$ cat src/rtl/tile_order_shuffler_if.sv
// tile_order_shuffler_if
// Groups the request/response signals between the game FSM (master) and a
// tile_order_shuffler instance (slave).
//   start      master -> slave  1-cycle shuffle request, honoured only when idle
//   seed_load  master -> slave  mix seed_in into the LFSR this cycle
//   seed_in    master -> slave  16-bit entropy word
//   busy       slave -> master  shuffle in progress
//   done       slave -> master  1-cycle pulse, order is being updated
//   valid      slave -> master  at least one shuffle has completed
//   order      slave -> master  packed permutation, slot k at order[k*W +: W]
interface tile_order_shuffler_if #(
    parameter int unsigned N = 24,
    parameter int unsigned W = 5
);
    logic           start;
    logic           seed_load;
    logic [15:0]    seed_in;
    logic           busy;
    logic           done;
    logic           valid;
    logic [N*W-1:0] order;

    modport master (
        output start,
        output seed_load,
        output seed_in,
        input  busy,
        input  done,
        input  valid,
        input  order
    );

    modport slave (
        input  start,
        input  seed_load,
        input  seed_in,
        output busy,
        output done,
        output valid,
        output order
    );
endinterface

$ cat src/rtl/tile_order_shuffler.sv
// tile_order_shuffler
// Produces a uniformly shuffled permutation of tile slots 0..N-1. A free-running
// 16-bit Galois LFSR supplies one candidate index per cycle; an iterative
// Fisher-Yates shuffle consumes it, rejecting candidates larger than the
// current position so every accepted swap partner is uniformly distributed.
// Ports:
//   clk  system clock
//   rst  asynchronous active-high reset
//   bus  tile_order_shuffler_if.slave (start/seed_load/seed_in in;
//        busy/done/valid/order out)
module tile_order_shuffler #(
    parameter int unsigned N    = 24,
    parameter int unsigned W    = 5,
    parameter logic [15:0] SEED = 16'hACE1
) (
    input logic                  clk,
    input logic                  rst,
    tile_order_shuffler_if.slave bus
);

    localparam logic [15:0]  LfsrTaps     = 16'hB400;
    localparam logic [15:0]  LfsrFallback = 16'hACE1;
    // An all-zero LFSR would lock up, so a zero seed falls back to the default.
    localparam logic [15:0]  LfsrInit     = (SEED == 16'h0000) ? LfsrFallback : SEED;
    localparam logic [W-1:0] LastIdx      = W'(N - 1);

    typedef enum logic [1:0] {
        StIdle,
        StInit,
        StShuffle,
        StDone
    } state_e;

    state_e       state_q, state_d;
    logic [15:0]  lfsr_q, lfsr_d;
    logic [15:0]  lfsr_step;
    logic [15:0]  lfsr_mix;
    logic [W-1:0] perm_q  [N];
    logic [W-1:0] perm_d  [N];
    logic [W-1:0] order_q [N];
    logic [W-1:0] order_d [N];
    logic [W-1:0] i_q, i_d;
    logic         valid_q, valid_d;
    logic [W-1:0] r;
    logic         accept;

    // ------------------------------------------------------------------
    // LFSR: steps every cycle in every state; seed_load replaces the step
    // with an XOR mix so button timing perturbs the sequence.
    // ------------------------------------------------------------------
    always_comb begin
        lfsr_step = lfsr_q[0] ? ((lfsr_q >> 1) ^ LfsrTaps) : (lfsr_q >> 1);
        lfsr_mix  = lfsr_q ^ bus.seed_in;
        if (bus.seed_load) begin
            lfsr_d = (lfsr_mix == 16'h0000) ? LfsrFallback : lfsr_mix;
        end else begin
            lfsr_d = lfsr_step;
        end
    end

    // Candidate swap partner comes from the current (pre-update) LFSR value.
    assign r      = lfsr_q[W-1:0];
    assign accept = (r <= i_q);

    // ------------------------------------------------------------------
    // Shuffle FSM, next-state and datapath
    // ------------------------------------------------------------------
    always_comb begin
        state_d = state_q;
        i_d     = i_q;
        perm_d  = perm_q;
        order_d = order_q;
        valid_d = valid_q;

        unique case (state_q)
            StIdle: begin
                if (bus.start) begin
                    state_d = StInit;
                end
            end

            StInit: begin
                for (int unsigned k = 0; k < N; k++) begin
                    perm_d[k] = W'(k);
                end
                i_d     = LastIdx;
                state_d = StShuffle;
            end

            StShuffle: begin
                // Out-of-range candidates are rejected; the next LFSR value is
                // tried on the following cycle, keeping the draw uniform.
                if (accept) begin
                    // Both reads use the old array, so r == i leaves it intact
                    // and the contents remain a permutation every cycle.
                    perm_d[i_q] = perm_q[r];
                    perm_d[r]   = perm_q[i_q];
                    if (i_q == W'(1)) begin
                        state_d = StDone;
                    end else begin
                        i_d = i_q - W'(1);
                    end
                end
            end

            StDone: begin
                order_d = perm_q;
                valid_d = 1'b1;
                state_d = StIdle;
            end

            default: begin
                state_d = StIdle;
            end
        endcase
    end

    // ------------------------------------------------------------------
    // State registers
    // ------------------------------------------------------------------
    always_ff @(posedge clk or posedge rst) begin
        if (rst) begin
            state_q <= StIdle;
            lfsr_q  <= LfsrInit;
            i_q     <= '0;
            valid_q <= 1'b0;
            for (int unsigned k = 0; k < N; k++) begin
                perm_q[k]  <= W'(k);
                order_q[k] <= W'(k);
            end
        end else begin
            state_q <= state_d;
            lfsr_q  <= lfsr_d;
            i_q     <= i_d;
            valid_q <= valid_d;
            perm_q  <= perm_d;
            order_q <= order_d;
        end
    end

    // ------------------------------------------------------------------
    // Outputs
    // ------------------------------------------------------------------
    assign bus.busy  = (state_q != StIdle);
    assign bus.done  = (state_q == StDone);
    assign bus.valid = valid_q;

    for (genvar k = 0; k < N; k++) begin : gen_pack
        assign bus.order[k*W +: W] = order_q[k];
    end

endmodule
$ cat src/flat_wrapper.sv
// flat-port wrapper written by rule: the top's interface ports become plain ports
module tile_order_shuffler_flat 
#(
    parameter int unsigned N    = 24,
    parameter int unsigned W    = 5,
    parameter logic [15:0] SEED = 16'hACE1
)
  (clk, rst, bus_start, bus_seed_load, bus_seed_in, bus_busy, bus_done, bus_valid, bus_order);
  tile_order_shuffler_if #(.N(N), .W(W)) bus_i ();
  input logic clk;
  input logic rst;
  input wire logic [$bits(bus_i.start)-1:0] bus_start;
  input wire logic [$bits(bus_i.seed_load)-1:0] bus_seed_load;
  input wire logic [$bits(bus_i.seed_in)-1:0] bus_seed_in;
  output wire logic [$bits(bus_i.busy)-1:0] bus_busy;
  output wire logic [$bits(bus_i.done)-1:0] bus_done;
  output wire logic [$bits(bus_i.valid)-1:0] bus_valid;
  output wire logic [$bits(bus_i.order)-1:0] bus_order;
  assign bus_i.start = bus_start;
  assign bus_i.seed_load = bus_seed_load;
  assign bus_i.seed_in = bus_seed_in;
  assign bus_busy = bus_i.busy;
  assign bus_done = bus_i.done;
  assign bus_valid = bus_i.valid;
  assign bus_order = bus_i.order;
  tile_order_shuffler #(.N(N), .W(W), .SEED(SEED)) u_core (.clk(clk), .rst(rst), .bus(bus_i));
endmodule
$ cat config.mk
export PLATFORM = sky130hd
export DESIGN_NAME = tile_order_shuffler_flat
export DESIGN_NICKNAME = d
export VERILOG_FILES = /design/src/rtl/tile_order_shuffler_if.sv /design/src/rtl/tile_order_shuffler.sv /design/src/flat_wrapper.sv
export SDC_FILE = /design/constraint.sdc
export NUM_CORES = 1
export LEC_CHECK = 0
export CAP_MARGIN = 5
export CORE_MARGIN = 4
export CORE_UTILIZATION = 62
export CTS_CLUSTER_SIZE = 30
export DETAILED_ROUTE_END_ITERATION = 12
export HOLD_SLACK_MARGIN = 0.1
export PLACE_DENSITY_LB_ADDON = 0.15
export SLEW_MARGIN = 20
export SYNTH_ARGS = -nofsm -noshare
export SYNTH_HDL_FRONTEND = slang
export SYNTH_SLANG_ARGS = --single-unit
$ cat constraint.sdc
create_clock -name clk -period 21.6 [get_ports clk]
set_input_delay 2.16 -clock clk [delete_from_list [all_inputs] [get_ports clk]]
set_output_delay 2.16 -clock clk [all_outputs]
set_load 0.02 [all_outputs]
* Word-level counts from Yosys, hierarchy flattened
Index checks and enable logic that the tools add are counted.
** Storage, ports and cells
- Register bits after elaboration :: 264
- Latch bits :: 0
- Bits in writable memories :: 0
- ROM bits :: 0
- Input port bits :: 20
- Output and inout port bits :: 123
- Word-level logic and storage cells :: 103
- Memories :: 0
** Operators by class
- $add $sub $neg :: 1
- Multipliers :: 0
- Divide/modulo/power cells :: 0
- Order comparisons :: 5
- Equality and inequality tests :: 8
- Shift-type cells :: 0
- Mux-type cells :: 24
- Bitwise logic cells :: 4
- Reductions and logical operators :: 9
** Operator list (count)
- bitwise mux 120 bit :: 2
- one-hot mux 120 bit (2 select lines) :: 1
- 2-to-1 mux 120 bit :: 1
- binary-select mux 5 bit (select 5 bit) :: 2
- demux 5 bit (select 5 bit) :: 2
- 2-to-1 mux 16 bit :: 3
- 2-to-1 mux 5 bit :: 8
- zero test 16 bit :: 1
- bitwise XOR 16 bit :: 1
- >= comparator 6 bit (second input constant) :: 2
- < comparator 6 x 1 -> 1 bit (second input constant) :: 2
- inverter 5 -> 6 bit :: 2
- one-hot mux 5 bit (2 select lines) :: 1
- one-hot mux 2 bit (4 select lines) :: 1
- 2-to-1 mux 2 bit :: 3
- AND reduction 3 bit :: 2
- equality test 5 x 1 -> 1 bit (second input constant) :: 1
- <= comparator 5 bit :: 1
- subtractor 5 x 1 -> 5 bit (second input constant) :: 1
- equality test 2 bit (second input constant) :: 2
- inequality test 2 x 1 -> 1 bit (second input constant) :: 2
- inequality test 2 bit (second input constant) :: 2
- inverter 3 -> 4 bit :: 1
- nonzero test 2 bit :: 2
- other kinds (4) :: 5

* Logic depth before layout (Yosys ltp)
Gate-level depths: netlist of the first run.
- Word-level depth :: 9
- Gate-level depth with buffers :: 13
- Depth with buffers taken out :: 8

* Least setup slack after synthesis of the first run
Ideal clock, no wire load.
- Kind :: input to register
- Start :: in bus_seed_in[15]
- End :: reg u_core.lfsr_q[10]
- Setup time :: 60 ps
- Arrival :: 3348 ps
- Data required time :: 21540 ps
- Setup slack :: 18191 ps
- Stages :: 6
- Path buffers :: 0
- Path through :: xor2_1 nor4_1 nand4_1 or3_1 nand2_1 o22a_1
** On the way
- Cells in the longest elaborated chain, start to end :: 4
** Ends and longest elaborated chain
- start: declaration :: RTL line flat_wrapper.sv:14 : input wire logic [$bits(bus_i.seed_in)-1:0] bus_seed_in;
- bitwise XOR 16 bit :: RTL line tile_order_shuffler.sv:53 : lfsr_mix = lfsr_q ^ bus.seed_in;
- zero test 16 bit :: RTL line tile_order_shuffler.sv:55 : lfsr_d = (lfsr_mix == 16'h0000) ? LfsrFallback : lfsr_mix;
- 2-to-1 mux 16 bit :: RTL line tile_order_shuffler.sv:55
- 2-to-1 mux 16 bit :: RTL line tile_order_shuffler.sv:54 : if (bus.seed_load) begin
- net u_core.lfsr_d[10] :: RTL line tile_order_shuffler.sv:35 : logic [15:0] lfsr_q, lfsr_d;
- end signal: assignment :: RTL line tile_order_shuffler.sv:124 : lfsr_q <= LfsrInit;
- end signal: assignment :: RTL line tile_order_shuffler.sv:133 : lfsr_q <= lfsr_d;
- end: declaration :: RTL line tile_order_shuffler.sv:35
The timed path passes the listed nets, and every way through them passes these cells.
A chain may end at the register's enable or synchronous reset.

* Final worst setup path of the first run
- Start :: reg u_core.state_q[1]
- End :: out bus_done
** On the way
- Cells in the longest elaborated chain, start to end :: 1
** Ends and longest elaborated chain
- start: declaration :: RTL line tile_order_shuffler.sv:34 : state_e state_q, state_d;
- start signal: assignment :: RTL line tile_order_shuffler.sv:123 : state_q <= StIdle;
- start signal: assignment :: RTL line tile_order_shuffler.sv:132 : state_q <= state_d;
- equality test 2 bit :: RTL line tile_order_shuffler.sv:145 : assign bus.done = (state_q == StDone);
- end: declaration :: RTL line flat_wrapper.sv:16 : output wire logic [$bits(bus_i.done)-1:0] bus_done;
Every way passes these cells.

==> reports/results.txt, run 1 <==
The flow ran to the end, and the final reports show no timing, DRC or antenna violations. The clock-pin slew on the worst setup and hold paths was 0.06 ns; the overall via count from detail_route was 12,230. For flop-to-flop paths, the worst setup slack is 17.49 ns. Data arrives at the worst endpoint at 2.41 ns. The leading area contributor after synthesis is dfrtp_1. In the final routed layout, each cell accounts on average for 26.26 um.

The detailed router finished its first iteration with 1,522 violations. For the pin with the worst max-slew slack, the measured transition is 1.136 ns. The logs give 0 for the final count of hold timing violations and 1,709 for the number of standard cells in the layout, taps in and fillers out. The final layout contains 1,436 nets.

By startpoint and endpoint, the worst setup path is classified as reg2out. The maximum VDD drop was 0.00008356 V; the final core utilization was 0.7437. The relative max-transition margin is 0.2427.

The worst hold slack is 0.4780 ns. The tools report the post-CTS resize count as 0. The logs give 12,210 for the number of global-route vias before repair and 69,910 um for the wire length of the first global-routing pass. For the global-route usage over all layers, the log shows 0.3412. The synthesis-to-layout area growth was 17.44%; the power per standard cell area was 142.8 nW/um^2. Once placement completed, the tool counted placed cells totaling 1,657. The post-synth net total is 1,342. The later pin in the worst-skew pair is clocked with a latency of 0.55 ns. The run gives 15,850 sq um as the instance area after placement. STA classifies the critical path startpoint as a flop. Maximum fanout count along the critical path: 57.

Buffers inserted during clock tree synthesis total 28. 143 I/O pins were placed. The residual antenna-violating net count after detailed routing is 0, and the TritonCTS sink count is 264. Measured along the x axis, the die boundary spans 160.3 um. The endpoint of the worst hold path is u_core.bus.valid$_DFFE_PP0P_.

For this run, the number of Yosys warnings is 0. In the synthesized netlist, the cells that appear most often are dfrtp_1 (152), mux2_2 (130), nor2_1 (123). Initial standard-cell utilization of the core: 0.6333.

The instance count of the mapped netlist is 1,308, and the number of inserted diodes is 0. Entering global routing, the biggest net connects 143 pins. The tools report the detailed placement HPWL as 29,010 um. The share of synthesized flip-flops with an asynchronous set or reset is 1.000.

After global routing the overflow that remains totals 0. The logs give 1.030 for the final estimated routing congestion in global placement and 218.9 MHz for the achievable clock frequency. The clock period minus final worst setup slack was 4.569 ns. For the number of violations of the max-capacitance limit, the log shows 0. The region available for standard cell placement spans 22,710 sq um. Setup repair after global routing left no endpoint under its margin.

The most used standard cell by instance count after synthesis was dfrtp_1. The final standard cell area without fillers was 16,890 sq um. The terminus of the critical flop-to-flop path was u_core.perm_q[88]$_DFFE_PP0P_. The register area share after synthesis was 0.4691; the share of the cycle needed by the critical path after routing was 0.2115. The routed design has 44,870 um of wire. Each instance of the synthesized netlist takes up on average 10.99 sq um.

The synthesized netlist contains 64 unique library cells. The run gives 0 as the initial antenna violation count. By area the synthesized netlist is led by dfrtp_1 (26%), dfstp_2 (20%), mux2_2 (10%). The worst hold path class is reg2reg.

In this run the static leakage power is 7.312 nW. Setup violations remaining at the end of the flow were counted as 0. The clock arrives with 0.02067 ns of skew.

The tools report the cell at the root of the clock tree as clkbuf_16. The share of the synthesized area in the top cell type was 0.2645; the worst-case clock buffer depth was 3. The share of post-route cells with drive strength above 1 is 0.2479, and the worst hold path cell count is 1. In the routed design, unresolved DRC markers number 0.

The tools report the layout filler cell count as 1,564. In this run, synthesis inferred 0 flip-flops with an integrated enable. The floorplan row count came out at 55. The cell area that synthesis handed to floorplanning was 14,380 sq um. After routing, the total negative slack on setup checks comes to 0 ns.

The worst hold path begins at u_core.bus.valid$_DFFE_PP0P_. The synthesized design contains 264 register bits. The H-tree depth was 1. The run gives 19.44 ns as the required time of the worst setup path.

STA classifies the critical path endpoint as an output port. The worst register-to-register path has a depth of 11. After detailed routing, the number of vias per cell comes to 7.153. The first-pass iteration count of the detailed router was 6.

The worst register-to-register path begins at u_core.i_q[1]$_DFFE_PP0P_. The floorplan die area came out at 25,700 sq um. The number of port buffers was 142.

The run gives 0 as the number of post-CTS setup repair buffers. TritonCTS built the clock tree. The predominant post-synthesis flop cell is dfrtp_1. The total count of max-transition violations in the final report was 0; the die boundary height was 160.3 um. Buffers inserted to repair hold after CTS numbered 0.
[how the worst max path moves through the flow]
stage,startpoint,to,slack [ns],cells after the start
3_5_place_dp,rst,u_core.bus.order[1]$_DFFE_PP0P_,17.28,3
5_1_grt,u_core.state_q[1]$_DFFE_PP0P_,bus_done,16.93,2
4_1_cts,u_core.state_q[1]$_DFFE_PP0P_,bus_done,17.01,2
3_3_place_gp,rst,u_core.bus.order[17]$_DFFE_PP0P_,17.30,3
2_1_floorplan,rst,u_core.bus.order[0]$_DFFE_PP0P_,12.36,1
6_report,u_core.state_q[1]$_DFFE_PP0P_,bus_done,17.03,2
[layout by cell type (no fill, tap or decap), drive strengths merged, types with 16 or more instances in the layout]
master | synthesis | routed
o22a | 16 | 16
o22ai | 30 | 30
buf | 52 | 18
nor2 | 127 | 127
and2 | 28 | 28
dfstp | 112 | 112
clkdlybuf4s50 | 0 | 142
dfrtp | 152 | 152
a211o | 27 | 27
nand2 | 98 | 98
clkbuf | 44 | 39
nor3 | 62 | 62
mux2 | 130 | 130
nand3 | 68 | 68
inv | 17 | 17
o32a | 41 | 41
mux2i | 68 | 68
mux4 | 22 | 22
[routing by layer]
metal  track usage  wire length [um]  vias to the layer above
met4        0.1889              2966                        0
met5             0                 0                        -
met2        0.5112             19690                      939
met1        0.4692             17130                     5924
met3       0.07031              5083                      260
li1              -                 -                     5102
[cell families (layout without fill, tap and decap cells)]
kind of cell	Yosys count	count (layout)	synth area share
flip-flops	264	264	0.4691
multiplexers	220	220	0.1836
adder cells (fa/ha/maj)	14	14	0.01218
XOR/XNOR	20	20	0.01218
AO/OA/AOI/OAI	243	243	0.1421
AND/OR/NAND/NOR	434	434	0.1432
buffers and inverters	113	229	0.03767
[registers in the layout, indices dropped and copies added, names as in the netlist]
| signal | cells |
|---|---|
| u_core.lfsr_q | 16 |
| u_core.i_q | 5 |
| u_core.perm_q | 120 |
| u_core.bus.valid | 1 |
| u_core.state_q | 2 |
| u_core.bus.order | 120 |
[cell type report]
| class | count | area, sq um | area share |
|---|---|---|---|
| Sequential cell | 264 | 6749 | 0.3996 |
| Clock buffer | 39 | 823.3 | 0.04874 |
| Multi-Input combinational cell | 931 | 7118 | 0.4214 |
| Timing Repair Buffer | 160 | 1556 | 0.09216 |
| Inverter | 17 | 71.32 | 0.004223 |
| Clock inverter | 13 | 215.2 | 0.01274 |
| Tap cell | 285 | 356.6 | 0.02111 |
[where the power goes]
part | switching [mW] | total [mW] | internal, mW | leakage, nW
Clock | 0.200 | 0.536 | 0.336 | 0.517
Sequential | 0.101 | 0.736 | 0.635 | 3.25
Combinational | 0.720 | 1.14 | 0.418 | 3.54
[critical path: stages, from the launching register on]
cell	delay, ns
dfrtp_1	0.42
ha_4	0.67
clkdlybuf4s50_1	0.75
[stage by stage]
| step | worst slack [ns] | total power [mW] |
|---|---|---|
| floorplan | 12.36 | 1.480 |
| global route | 16.93 | 2.493 |
| detailed placement | 17.28 | 1.827 |
| finish | 17.03 | 2.411 |
| CTS | 17.01 | 2.370 |
| global placement | 17.30 | 1.802 |
Note: power is estimated with default switching activity, not from simulation.
==> run 2: changes to the inputs <==
--- a/config.mk
+++ b/config.mk
@@ -7,7 +7,7 @@
 export LEC_CHECK = 0
 export CAP_MARGIN = 5
 export CORE_MARGIN = 4
-export CORE_UTILIZATION = 62
+export CORE_UTILIZATION = 52
 export CTS_CLUSTER_SIZE = 30
 export DETAILED_ROUTE_END_ITERATION = 12
 export HOLD_SLACK_MARGIN = 0.1
==> constraint.sdc (replaced) <==
create_clock -name clk -period 4.2 [get_ports clk]
set_input_delay 0.42 -clock clk [delete_from_list [all_inputs] [get_ports clk]]
set_output_delay 0.42 -clock clk [all_outputs]
set_load 0.02 [all_outputs]
==> reports/results.txt, run 2 (synthesized netlist as in run 1, its figures left out) <==
The worst setup path is of the reg2reg kind. The run gives 0 (unchanged) as the number of post-CTS setup repair buffers. The tree is rooted in a clkbuf_16. The total of endpoints with negative setup slack in the final report is 0 (unchanged), and the number of violations of the max-capacitance limit is 0 (unchanged). The placed cell count is 1,778 (+7.3%). The count of boundary I/O pins came out at 143 (unchanged). For the DRC marker count from the first detailed-route iteration, the log shows 1,080 (-29%). The insertion delay of the later-clocked pin in the worst-skew pair was 0.55 ns (about the same); the total count of max-transition violations in the final report was 0 (unchanged). The TritonCTS sink count was 264 (unchanged). The actual slew at the worst max-slew pin is 1.113 ns (-0.02327 ns). The tools report the number of global-route vias before repair as 11,910 (-2.5%). Walking the worst path, the cells encountered are inv_1, ha_1, a21oi_1, nand2_1, o21bai_2, buf_4, nand2_1, a211o_1. The area growth from synthesis to layout is 20.51%. The wire length per cell after detailed routing was 25.24 um (-3.9%).

The worst clock skew was 0.01408 ns (-0.006590 ns); the critical path data arrival time was 3.74 ns (+1.33 ns). Setup repair after global routing left no endpoint under its margin. The clock-pin slew on the worst setup and hold paths came out at 0.06 ns (about the same). The logs give 0.6395 (-0.1043) for the final core utilization and 3 (unchanged) for the worst-case clock buffer depth. The tools report the initial standard-cell utilization of the core as 0.5307 (-0.1026).

The final count of hold timing violations was 0 (unchanged). For the H-tree depth, the log shows 1 (unchanged). The static leakage was 7.492 nW (+2.5%).

STA classifies the critical path startpoint as a flop. The maximum fanout count along the critical path is 17 (-70%). The aggregate negative setup slack was 0 ns (unchanged). The tools report the net count reported at finish as 1,470 (+2.4%). The share of the cycle needed by the critical path after routing was 0.7887; the global-route usage over all layers was 0.2971 (-0.04406). The slack of the critical path is 0.8873 ns (-16.14 ns), and the floorplan row count is 60 (+9.1%). The first-pass iteration count of the detailed router was 5 (-1). Final estimated routing congestion in global placement: 0.9912 (-3.8%). The path class of the tightest hold or removal check is in2async.

The number of port buffers is 142 (unchanged), and the share of post-route cells with drive strength above 1 is 0.2641 (+0.01617). The number of standard cells in the layout, taps in and fillers out was 1,830 (+7.1%). The flow ran to the end, and the final reports show no timing, DRC or antenna violations.

The endpoint type of the worst setup path is a flop. The die width was 174.3 um (+8.7%). The library cell used most frequently in the layout, excluding fill and tap cells, is dfrtp_1.

The tools report the final wirelength as 46,200 um (+3.0%). The logs give 0 (unchanged) for the initial antenna violation count and 71,430 um (+2.2%) for the wire length of the first global-routing pass. The maximum VDD drop was 0.0003978 V (+380%).

The residual antenna-violating net count after detailed routing is 0 (unchanged), and the number of buffers created by CTS is 28 (unchanged). The logs give 0.9430 ns (-16.34 ns) for the post-placement worst setup slack and 32,260 um (+11%) for the detailed placement HPWL. The residual overflow from global routing was 0 (unchanged).

TritonCTS built the clock tree. The number of inserted diodes is 0 (unchanged). The tools report the overall via count from detail_route as 11,940 (-2.4%).

The required time of the worst setup path was 4.63 ns (-14.81 ns); the logic depth of the worst register-to-register path was 8 (-3). The biggest cell delay along the critical path came out at 0.77 ns (+0.02 ns). The logs give 0.2567 (+0.01398) for the relative max-transition margin and 301.9 MHz for the achievable clock frequency. Die boundary height: 174.3 um (+8.7%).

Floorplan die area: 30,380 sq um (+18%). The logs give 27,100 sq um (+19%) for the core area and 0 (unchanged) for the post-CTS resize count. The power per standard cell area was 725.5 nW/um^2 (+410%).

The clock period minus final worst setup slack works out to 3.313 ns. The count of unresolved DRC violations after routing is 0 (unchanged), and the number of vias per cell is 6.523 (-8.8%). The cell seen most often among critical-path stages was nand2_1. The number of buffers inserted for hold repair after clock tree synthesis came out at 0 (unchanged).

The tools report the largest net degree at the start of global routing as 87 (-39%). The library cells used most frequently in the layout, excluding fill and tap cells, are dfrtp_1 (150), clkdlybuf4s50_1 (142), mux2_2 (130). Highest-delay cell along the critical path: dfrtp_1. The run gives 12.57 mW (+420%) as the overall power of the completed layout.
==> run 2: changes by cell type in the layout (fill, tap and decap cells not counted), sizes merged <==
cell | previous run | this run
clkinvlp | 0 | 3
buf | 18 | 52
clkinv | 7 | 5
inv | 17 | 16
bufinv | 6 | 5
clkbuf | 39 | 40
==> run 2: per-layer routing <==
metal	track usage	share of wire
met2	0.4544	0.45
met3	0.05655	0.088
met4	0.1250	0.046
met5	0	0
met1	0.4176	0.42
==> run 2: through the flow <==
| stage | instance area [sq um] | hold WS (ns) |
|---|---|---|
| after floorplan | 14390 | 0.4547 |
| after global placement | 16320 | 0.4498 |
| after detailed placement | 16320 | 0.4600 |
| after CTS | 17330 | 0.4025 |
| after global routing | 17330 | 0.4434 |
| final | 17330 | 0.3904 |
==> run 2: path summary, 6_finish.rpt <==
path,endpoint,from,slack (ns)
setup / recovery,u_core.perm_q[99]$_DFFE_PP0P_,u_core.i_q[4]$_DFFE_PP0P_,0.89
hold / removal,u_core.lfsr_q[4]$_DFF_PP0_,rst,0.39
setup reg to reg,u_core.perm_q[99]$_DFFE_PP0P_,u_core.i_q[4]$_DFFE_PP0P_,0.89
hold reg to reg,u_core.bus.valid$_DFFE_PP0P_,u_core.bus.valid$_DFFE_PP0P_,0.49
max in group asynchronous,u_core.bus.order[51]$_DFFE_PP1P_,rst,2.77
min in group clk,u_core.bus.valid$_DFFE_PP0P_,u_core.bus.valid$_DFFE_PP0P_,0.49
==> run 2: area by class of cell <==
cell class / instances / area (sq um)
clock inverter: 12 / 190.2
fill: 2145 / 9771
inverter: 17 / 67.56
sequential: 264 / 6749
timing repair buffer: 194 / 1924
multi-input combinational: 931 / 7117
tap: 372 / 465.4
clock buffer: 40 / 817.0
==> run 2: power breakdown <==
part	internal, mW	switching (mW)	total (mW)
Sequential	3.26	0.570	3.83
Combinational	2.36	3.70	6.06
Clock	1.65	1.02	2.68
Total	7.28	5.30	12.6
==> run 2: critical path, delay by kind of cell, from the launching register on <==
| kind | cells | cell delay [ns] |
|---|---|---|
| compound gates | 3 | 1.25 |
| simple gates | 2 | 0.31 |
| fa+ha+maj | 1 | 0.36 |
| flops | 1 | 0.77 |
| buf+inv | 2 | 0.49 |
==> run 3: changes to the inputs <==
--- a/config.mk
+++ b/config.mk
@@ -7,7 +7,7 @@
 export LEC_CHECK = 0
 export CAP_MARGIN = 5
 export CORE_MARGIN = 4
-export CORE_UTILIZATION = 52
+export CORE_UTILIZATION = 58
 export CTS_CLUSTER_SIZE = 30
 export DETAILED_ROUTE_END_ITERATION = 12
 export HOLD_SLACK_MARGIN = 0.1
==> constraint.sdc (replaced) <==
create_clock -name clk -period 3.4 [get_ports clk]
set_input_delay 0.34 -clock clk [delete_from_list [all_inputs] [get_ports clk]]
set_output_delay 0.34 -clock clk [all_outputs]
set_load 0.02 [all_outputs]
==> reports/results.txt, run 3 (synthesized netlist as in run 1, its figures left out) <==
The run finished with clean final reports. The logs give 3.52 ns (-0.22 ns) for the critical path data arrival time and 0.01660 ns (+0.002516 ns) for the worst clock skew. The tools report the final wirelength as 45,780 um (-0.91%). TritonCTS built the clock tree. Switching power summed over all nets: 6.518 mW (+23%).

The critical path launch point type was a flop. The residual antenna-violating net count after detailed routing is 0 (unchanged), and the TritonCTS sink count is 264 (unchanged). The share of the cycle needed by the critical path after routing was 0.9071 (+0.1184). The number of post-CTS setup repair buffers came out at 0 (unchanged). The tools report the net count reported at finish as 1,492 (+1.5%).

The count of unresolved DRC violations after routing was 0 (unchanged); the power per standard cell area was 890.5 nW/um^2 (+23%). The tools report the count of boundary I/O pins as 143 (unchanged). The setup path with the least slack is of type reg2reg.

The wire length per cell after detailed routing is 25.37 um (+0.51%). The run gives 324.2 MHz (+7.4%) as the achievable clock frequency. Setup repair after global routing left no endpoint under its margin. Leaving out fill and tap cells, the most frequent cells in the layout are dfrtp_1 (150), clkdlybuf4s50_1 (142), mux2_2 (130).

Number of violations of the max-capacitance limit: 0 (unchanged). The overall power of the completed layout came out at 15.51 mW (+23%). The number of inserted diodes came out at 0 (unchanged). The maximum fanout count along the critical path was 10 (-7); the layout filler cell count was 1,786 (-17%). For the worst-case clock buffer depth, the log shows 3 (unchanged). STA classifies the critical path endpoint as a flop. The aggregate negative setup slack is 0 ns (unchanged).

The floorplan die area was 27,380 sq um (-9.9%). Cell at the root of the clock tree: clkbuf_16. The min-delay analysis places its worst path in the category in2async. The run gives 7112 sq um (about the same) as the combined area of the multi-input logic cells.

The logs give 0.55 ns (about the same) for the insertion delay of the later-clocked pin in the worst-skew pair and 74 (-15%) for the largest net degree at the start of global routing. The run gives 0 (unchanged) as the number of buffers inserted for hold repair after clock tree synthesis. The tools report the H-tree depth as 1 (unchanged). For the number of global-route vias before repair, the log shows 11,780 (-1.0%). The share of total power consumed by net switching was 0.4202 (-0.0009918); the core area was 24,390 sq um (-10%). Final estimated routing congestion in global placement: 1.018 (+2.7%). The library cell used most frequently in the layout, excluding fill and tap cells, is dfrtp_1.

The clock-pin slew on the worst setup and hold paths came out at 0.07 ns (about the same). The total of endpoints with negative setup slack in the final report is 0 (unchanged), and the residual overflow from global routing is 0 (unchanged). The first-pass iteration count of the detailed router was 7 (+2). The post-CTS resize count is 0 (unchanged), and the share of post-route cells with drive strength above 1 is 0.2757 (+0.01162). For the DRC marker count from the first detailed-route iteration, the log shows 1,159 (+7.3%).

The final count of hold timing violations is 0 (unchanged), and the overall via count from detail_route is 12,130 (+1.6%). The floorplan row count came out at 57 (-5.0%). The actual slew at the worst max-slew pin came out at 0.9200 ns (-0.1926 ns). For the clock share of power, the log shows 0.206 (-0.007).

Wire length of the first global-routing pass: 69,840 um (-2.2%). The required time of the worst setup path was 3.83 ns (-0.80 ns). For the relative max-transition margin, the log shows 0.3819 (+0.1252). The initial standard-cell utilization of the core was 0.5896 (+0.05896); the number of buffers created by CTS was 28 (unchanged).

The maximum VDD drop was 0.0005170 V (+30%); the relative contribution of combinational cells to total power was 0.497 (+0.015). The cell internal power dissipation was 8.995 mW (+24%); the die boundary height was 165.5 um (-5.1%). The tools report the initial antenna violation count as 1 (+1).

The power share of the sequential group was 0.297 (-0.008); the die width was 165.5 um (-5.1%). The clock period minus final worst setup slack is 3.084 ns (-0.2286 ns), and the static leakage is 7.587 nW (+1.3%). From synthesis to final layout, the design area changed by 21.13%. The number of vias per cell came out at 6.723 (+3.1%). The global-route usage over all layers was 0.3333 (+0.03621); the number of port buffers was 142 (unchanged). The logs give 32,730 um (+1.5%) for the detailed placement HPWL and 6749 sq um (unchanged) for the flip-flop and latch area. The tools report the total count of max-transition violations in the final report as 0 (unchanged).
-- run 3: changes by cell type in the layout (fill, tap and decap cells not counted), moves of 2 or more --
| cell | previous run | this run |
|---|---|---|
| clkbuf_8 | 5 | 10 |
| clkbuf_1 | 6 | 4 |
| buf_4 | 43 | 64 |
| clkinv_2 | 5 | 3 |
| bufinv_16 | 5 | 2 |
-- run 3: power groups by stage --
stage	logic [mW]	registers, mW	clock network [mW]
finish	7.71	4.60	3.20
global route	8.09	4.66	3.38
floorplan	4.67	4.73	0
global placement	7.40	4.61	0
detailed placement	7.51	4.63	0
CTS	7.55	4.58	3.23
-- run 3: final cells by class --
class / instances / area share
Multi-Input combinational cell: 931 / 0.4082
Inverter: 17 / 0.003878
Timing Repair Buffer: 216 / 0.1207
Clock buffer: 43 / 0.05042
Sequential cell: 264 / 0.3874
Tap cell: 324 / 0.02327
Clock inverter: 9 / 0.006105
-- run 3: worst paths after layout --
| path | startpoint | endpoint | slack (ns) | depth (start not counted) |
|---|---|---|---|---|
| worst max register to register | u_core.lfsr_q[0]$_DFF_PP1_ | u_core.perm_q[59]$_DFFE_PP0P_ | 0.32 | 8 |
| worst min register to register | u_core.bus.valid$_DFFE_PP0P_ | u_core.bus.valid$_DFFE_PP0P_ | 0.47 | 1 |
| min in group clk | u_core.bus.valid$_DFFE_PP0P_ | u_core.bus.valid$_DFFE_PP0P_ | 0.47 | 1 |
| max in group asynchronous | rst | u_core.perm_q[70]$_DFFE_PP1P_ | 2.42 | 3 |
| worst max-delay path | u_core.lfsr_q[0]$_DFF_PP1_ | u_core.perm_q[59]$_DFFE_PP0P_ | 0.32 | 8 |
| worst min-delay path | rst | u_core.lfsr_q[9]$_DFF_PP0_ | 0.17 | 2 |
-- run 3: routing by layer --
metal	share of wire	up-vias	global-route usage
li1	-	5196	-
met1	0.39	5962	0.4523
met2	0.46	800	0.5208
met3	0.11	168	0.07694
met4	0.048	2	0.1365
met5	0.00028	-	0
-- run 3: through the flow --
stage	cells	area, sq um	setup slack (ns)	util	hold slack, ns
floorplan	1308	14390	-0.3321	-	0.4547
global placement	1752	16440	0.4269	0.6738	0.4506
detailed placement	1752	16440	0.3629	0.6738	0.4576
CTS	1804	17420	0.3453	0.7142	0.1758
global route	1804	17420	0.1948	0.7142	0.2136
finish	1804	17420	0.3159	0.7142	0.1681
-- run 3: critical path, cell delays in order (launching register included) --
cell and delay, ns:
dfstp_2 0.75, buf_4 0.25, mux4_2 0.52, a221oi_2 0.28
a31oi_1 0.10, a31oi_4 0.46, buf_4 0.27, nor3_1 0.06
a211o_1 0.27
